--- config.mk ---
export PLATFORM = sky130hd
export DESIGN_NAME = adc_protect_ctrl
export DESIGN_NICKNAME = d
export VERILOG_FILES = /design/src/rtl/adc_protect_ctrl.sv
export SDC_FILE = /design/constraint.sdc
export NUM_CORES = 1
export LEC_CHECK = 0
export CORE_AREA = 2 2 93 95
export CTS_CLUSTER_DIAMETER = 50
export DETAILED_ROUTE_END_ITERATION = 10
export DIE_AREA = 0 0 95 97
export PLACE_DENSITY = 0.84
export SLEW_MARGIN = 20
export SYNTH_ARGS = -nofsm -noshare
export SYNTH_HDL_FRONTEND = slang
export SYNTH_SLANG_ARGS = --single-unit
--- constraint.sdc ---
create_clock -name clk -period 6.1 [get_ports clk]
set_input_delay 1.22 -clock clk [delete_from_list [all_inputs] [get_ports clk]]
set_output_delay 1.22 -clock clk [all_outputs]
set_load 0.03 [all_outputs]
--- src/rtl/adc_protect_ctrl.sv ---
// adc_protect_ctrl: free-running serial ADC reader, voltage limit compare,
// debounced fault/over-temperature inputs and a precharge/main relay
// sequencer with latched trip codes and status LEDs.
// Optional build macro ADC_AVG_EN: volt becomes a 4-sample moving average.
module adc_protect_ctrl #(
  parameter int unsigned ADC_BITS   = 12,
  parameter int unsigned LEAD_BITS  = 4,
  parameter int unsigned CLK_DIV    = 4,
  parameter int unsigned N_FAULT    = 4,
  parameter int unsigned DEB_CYC    = 16,
  parameter int unsigned THR_HI     = 3000,
  parameter int unsigned THR_LO     = 1000,
  parameter int unsigned HYST       = 50,
  parameter int unsigned PRECHG_CYC = 1000,
  parameter int unsigned BLINK_DIV  = 50000
) (
  input  logic               clk,
  input  logic               rst,
  input  logic               ad_in,
  output logic               adclk,
  output logic               cs_n,
  input  logic               en,
  input  logic               clr,
  input  logic               tem,
  input  logic [N_FAULT-1:0] fault_n,
  output logic               k_1,
  output logic               k_2,
  output logic [15:0]        volt,
  output logic               volt_vld,
  output logic [2:0]         trip_code,
  output logic               led_run,
  output logic               led_trip,
  output logic [N_FAULT-1:0] led_fault
);

  localparam int unsigned FRAME = LEAD_BITS + ADC_BITS;
  localparam int unsigned CW    = $clog2(2 * CLK_DIV);
  localparam int unsigned EW    = $clog2(FRAME + 1);
  localparam int unsigned DW    = $clog2(DEB_CYC);
  localparam int unsigned TW    = $clog2(PRECHG_CYC);
  localparam int unsigned BW    = $clog2(BLINK_DIV);
  localparam int unsigned NI    = N_FAULT + 1;

  localparam logic [CW-1:0] HALF_END  = CW'(CLK_DIV - 1);
  localparam logic [CW-1:0] GAP_END   = CW'(2 * CLK_DIV - 1);
  localparam logic [EW-1:0] EDGE_PRE  = EW'(FRAME - 1);
  localparam logic [EW-1:0] EDGE_LAST = EW'(FRAME);
  localparam logic [DW-1:0] DEB_END   = DW'(DEB_CYC - 1);
  localparam logic [TW-1:0] TMO_END   = TW'(PRECHG_CYC - 1);
  localparam logic [BW-1:0] BLINK_END = BW'(BLINK_DIV - 1);
  localparam logic [15:0]   V_HI      = 16'(THR_HI);
  localparam logic [15:0]   V_LO      = 16'(THR_LO);
  localparam logic [15:0]   V_UV      = 16'(THR_LO - HYST);

  typedef enum logic [1:0] {S_IDLE, S_PRECHG, S_RUN, S_TRIP} state_t;

  logic                ad_s1, ad_s2;
  logic [NI-1:0]       in_s1, in_s2, deb;
  logic [NI-1:0][DW-1:0] deb_cnt;
  logic [CW-1:0]       div_cnt;
  logic [EW-1:0]       edge_cnt;
  logic [ADC_BITS-1:0] shreg;
  logic                sample_done;
  logic [15:0]         raw, volt_next;
  logic                flt, ot, ov, uv, ok_lo, tmo;
  logic [TW-1:0]       timer;
  logic [BW-1:0]       blink_cnt;
  state_t              state, state_nx;
  logic [2:0]          code_nx;

  // Two-flop synchronisers; faults are inverted to active-high first
  always_ff @(posedge clk or posedge rst) begin
    if (rst) begin
      ad_s1 <= 1'b0; ad_s2 <= 1'b0; in_s1 <= '0; in_s2 <= '0;
    end else begin
      ad_s1 <= ad_in; ad_s2 <= ad_s1;
      in_s1 <= {tem, ~fault_n}; in_s2 <= in_s1;
    end
  end

  // Per-input debounce: a level is accepted after DEB_CYC differing samples in a row
  always_ff @(posedge clk or posedge rst) begin
    if (rst) begin
      deb <= '0; deb_cnt <= '0;
    end else begin
      for (int unsigned i = 0; i < NI; i++) begin
        if (in_s2[i] == deb[i]) deb_cnt[i] <= '0;
        else if (deb_cnt[i] == DEB_END) begin
          deb[i] <= in_s2[i]; deb_cnt[i] <= '0;
        end else deb_cnt[i] <= deb_cnt[i] + DW'(1);
      end
    end
  end

  assign flt       = |deb[N_FAULT-1:0];
  assign ot        = deb[N_FAULT];
  assign led_fault = deb[N_FAULT-1:0];

  // ADC framing: cs_n gap, then FRAME rising adclk edges sampling ad_in
  always_ff @(posedge clk or posedge rst) begin
    if (rst) begin
      cs_n <= 1'b1; adclk <= 1'b1; div_cnt <= '0; edge_cnt <= '0;
      shreg <= '0; sample_done <= 1'b0;
    end else begin
      sample_done <= 1'b0;
      if (cs_n) begin
        if (div_cnt == GAP_END) begin
          div_cnt <= '0; edge_cnt <= '0; cs_n <= 1'b0;
        end else div_cnt <= div_cnt + CW'(1);
      end else if (div_cnt == HALF_END) begin
        div_cnt <= '0;
        if (!adclk) begin
          adclk       <= 1'b1;
          edge_cnt    <= edge_cnt + EW'(1);
          shreg       <= {shreg[ADC_BITS-2:0], ad_s2};
          sample_done <= (edge_cnt == EDGE_PRE);
        end else if (edge_cnt == EDGE_LAST) cs_n <= 1'b1;
        else adclk <= 1'b0;
      end else div_cnt <= div_cnt + CW'(1);
    end
  end

  // Zero-extend the finished sample to 16 bits
  always_comb begin
    raw = '0;
    raw[ADC_BITS-1:0] = shreg;
  end

`ifdef ADC_AVG_EN
  logic [15:0] win [3];

  // Window of the three previous samples, shifted on each new sample
  always_ff @(posedge clk or posedge rst) begin
    if (rst) begin
      win[0] <= '0; win[1] <= '0; win[2] <= '0;
    end else if (sample_done) begin
      win[0] <= raw; win[1] <= win[0]; win[2] <= win[1];
    end
  end

  // Truncating mean of the new sample and the window
  always_comb volt_next = 16'((18'(raw) + 18'(win[0]) + 18'(win[1]) + 18'(win[2])) >> 2);
`else
  // Raw sample passes straight through
  always_comb volt_next = raw;
`endif

  // Publish the sample one clock after its last bit was taken
  always_ff @(posedge clk or posedge rst) begin
    if (rst) begin
      volt <= '0; volt_vld <= 1'b0;
    end else begin
      volt_vld <= sample_done;
      if (sample_done) volt <= volt_next;
    end
  end

  assign ov    = volt_vld && (volt > V_HI);
  assign uv    = volt_vld && (volt < V_UV);
  assign ok_lo = volt_vld && (volt >= V_LO);
  assign tmo   = (timer == TMO_END);

  // State and latched trip code
  always_ff @(posedge clk or posedge rst) begin
    if (rst) begin
      state <= S_IDLE; trip_code <= '0;
    end else begin
      state <= state_nx; trip_code <= code_nx;
    end
  end

  // Next state; trip causes are tested in priority order ahead of en=0
  always_comb begin
    state_nx = state;
    code_nx  = trip_code;
    case (state)
      S_IDLE: if (en && !flt && !ot) state_nx = S_PRECHG;
      S_PRECHG, S_RUN: begin
        if (flt) begin
          state_nx = S_TRIP; code_nx = 3'd3;
        end else if (ot) begin
          state_nx = S_TRIP; code_nx = 3'd4;
        end else if (ov) begin
          state_nx = S_TRIP; code_nx = 3'd1;
        end else if (uv && state == S_RUN) begin
          state_nx = S_TRIP; code_nx = 3'd2;
        end else if (tmo && state == S_PRECHG) begin
          state_nx = S_TRIP; code_nx = 3'd5;
        end else if (!en) state_nx = S_IDLE;
        else if (state == S_PRECHG && ok_lo) state_nx = S_RUN;
      end
      S_TRIP: if (clr && !flt && !ot && volt <= V_HI) begin
        state_nx = S_IDLE; code_nx = 3'd0;
      end
      default: state_nx = S_IDLE;
    endcase
  end

  // Precharge timer, cleared outside PRECHG
  always_ff @(posedge clk or posedge rst) begin
    if (rst) timer <= '0;
    else if (state == S_PRECHG) timer <= timer + TW'(1);
    else timer <= '0;
  end

  // Registered relay/LED outputs; blink counter preloads so TRIP lights at once
  always_ff @(posedge clk or posedge rst) begin
    if (rst) begin
      k_1 <= 1'b0; k_2 <= 1'b0; led_run <= 1'b0; led_trip <= 1'b0;
      blink_cnt <= BLINK_END;
    end else begin
      k_1     <= (state == S_PRECHG) || (state == S_RUN);
      k_2     <= (state == S_RUN);
      led_run <= (state == S_RUN);
      if (state != S_TRIP) begin
        led_trip <= 1'b0; blink_cnt <= BLINK_END;
      end else if (blink_cnt == BLINK_END) begin
        led_trip <= ~led_trip; blink_cnt <= '0;
      end else blink_cnt <= blink_cnt + BW'(1);
    end
  end

endmodule

==> flow_summary_export.csv <==
group,metric,value,unit
sta,rsz0062_at_grt,"false",
cells_and_area,fin_nets,496,
global_routing,grt_pass1_wl,15000,um
drt,ant_nets,0,
drt,first_pass_iters,5,
synthesis,synth-edff-count,0,
synthesis,synth_area,4820,sq um
synthesis,synthFlopType,"dfrtp_1",
sta,slew_violations,0,
clocking,cts_buffer_depth,2,
clocking,path_clk_slew,0.10,ns
cells_and_area,drive_gt1_frac,0.121,
global_routing,grt_use_met2,0.332,
global_routing,grt_usage,0.204,
setup_path,crit_chain,"clkdlybuf4s50_1",
die,chipHeight,97,um
clocking,worstSkewPairLatency,0.37,ns
setup_path,slowest_stage,"clkdlybuf4s50_1",
global_routing,antenna_found_initial,0,
global_routing,grt_pass1_vias,3301,
setup_path,cp_max_fo,5,
synthesis,avgSynthCellArea,11.2,sq um
die,die_w,95,um
pwr,power_density,287,nW/um^2
clocking,post_cts_buffers,0,
cells_and_area,mostFrequentLayoutCells,"dfrtp_1 (96), nand2_1 (53), clkdlybuf4s50_1 (35)",
setup_path,arrival,1.61,ns
hold_path,hp-class,"reg2reg",
place,portBuffers,35,
sta,slew_headroom,0.310,
synthesis,synth-async-reset-ratio,1.00,
clocking,clock-sinks,107,
clocking,cts_resized,0,
setup_path,r2r_slack,3.85,ns
global_routing,grt_start_max_net_pins,56,
setup_path,critPathBufInv,1,
global_routing,busiest_layer,"met2",
setup_path,cp.required,4.88,ns
cells_and_area,final_common_cell,"dfrtp_1",
drt,wl,8470,um
setup_path,start_kind,"register",
synthesis,yosys_register_bits,107,
run,drv_cap,0,
die,coreArea,8130,sq um
cells_and_area,nFillCells,636,
place,place_congestion,0.833,
die,num_rows,33,
die,start_util,0.593,
clocking,h-tree-depth,3,
sta,fmax,353,MHz
setup_path,crit_type,"reg2out",
sta,setup_viol,0,
synthesis,synth_top_area_share,0.498,
drt,via_per_inst,5.56,
synthesis,yosys_warnings,0,
status,status,"finished clean",
setup_path,endpoint_kind,"primary output",
drt,routed-via-count,3208,
clocking,cts_tree,"done",
sta,hold_violations,0,
clocking,hold_buffers,0,
setup_path,slowest_delay,0.67,ns
clocking,cts_root_buf,"clkbuf_8",
pwr,power_leakage,2.43,nW
synthesis,synth_area_leaders,"dfrtp_1 (50%), dfstp_2 (6.0%), ha_1 (4.9%)",
sta,tightest_slew,1.03,ns
setup_path,crit_family,"buffers and inverters",
clocking,numCtsBuffers,9,
synthesis,yosysUniqueCellTypes,56,
drt,wire_per_inst,14.7,um
cells_and_area,area_growth,11.9,%
sta,finalCritPeriodShare,0.464,
synthesis,synth_area_leader_cell,"dfrtp_1",
die,dieArea,9220,sq um
sta,tns,0,ns
drt,drt_iter0_drc,135,
drt,drc,0,
sta,min_period,2.83,ns
place,post-dp-hpwl,6010,um
synthesis,seq_area_frac_synth,0.558,
global_routing,overflow,0,
cells_and_area,diodes,0,
global_routing,met1_usage,0.271,
global_routing,grt_use_met3,0.0460,
synthesis,synthCells,432,
die,ios,40,
pwr,p_total,0.00155,W
sta,skew,0.00669,ns
pwr,peakVddDrop,165,uV
-- synthesized netlist by cell type (2+ instances only) --
master	instances
a21boi_0	2
a21oi_1	13
a311oi_1	5
a41oi_1	2
and2_1	10
and3_1	4
buf_4	9
clkbuf_1	5
dfrtp_1	96
dfstp_2	11
ha_1	19
inv_1	22
mux2_2	17
mux2_4	3
nand2_1	53
nand2b_1	2
nand3_1	24
nand4_1	5
nand4b_1	5
nor2_1	26
nor2b_1	7
nor3_1	3
nor3b_1	3
nor4_1	2
o21ai_0	10
o21ai_1	9
o31ai_2	2
or2_2	3
or3_1	2
xnor2_1	20
xor2_1	13
-- cells by family after synthesis --
family | count (synthesis) | share of synthesized area
fa+ha+maj | 19 | 0.0493
other cells | 1 | 0.000778
buf+inv | 37 | 0.0358
xor+xnor | 33 | 0.0599
flops | 107 | 0.558
mux | 21 | 0.0511
simple gates | 157 | 0.166
compound gates | 57 | 0.0791
-- final timing paths --
kind,from,to,cells past startpoint
max reg2reg,div_cnt[0],edge_cnt[3],7
min,in_s1[0],in_s2[0],0
max in group asynchronous,rst,timer[4],3
min in group asynchronous,rst,shreg[4],2
min reg2reg,in_s1[0],in_s2[0],0
max,adclk,adclk,1
-- routing by layer --
metal	share of wire	wire, um
met4	0.011	90
met5	0	0
met2	0.50	4230
met1	0.46	3890
met3	0.030	257
-- per-stage QoR --
step	utilization	std cells	worst slack, ns	instance area (sq um)	hold WS [ns]
global route	0.664	577	3.22	5400	0.356
global placement	0.644	561	3.26	5240	0.336
floorplan	-	435	2.08	4830	0.331
detailed placement	0.644	561	3.23	5240	0.337
CTS	0.664	577	3.25	5400	0.354
finish	0.664	577	3.27	5400	0.353
-- state kept, by name, summed over array words and instances (netlist names), 5 cells and up --
signal / count
edge_cnt: 5
volt: 12
blink_cnt: 16
timer: 10
in_s1: 5
shreg: 12
deb_cnt: 20
deb: 5
in_s2: 5
-- report_power, final --
group	internal, W	total (W)	switching, W
Combinational	0.000149	0.000351	0.000202
Clock	0.000151	0.000381	0.000230
Sequential	0.000772	0.000818	0.0000464
Total	0.00107	0.00155	0.000478
-- area by class of cell --
class | count | area (sq um) | share of cell area
Sequential cell | 107 | 2690 | 0.499
Multi-Input combinational cell | 291 | 1970 | 0.365
Timing Repair Buffer | 36 | 358 | 0.0663
Clock buffer | 13 | 139 | 0.0257
Tap cell | 105 | 131 | 0.0243
Inverter | 22 | 85.1 | 0.0158
Clock inverter | 3 | 23.8 | 0.00440
Power figures use the tool's default switching activity.
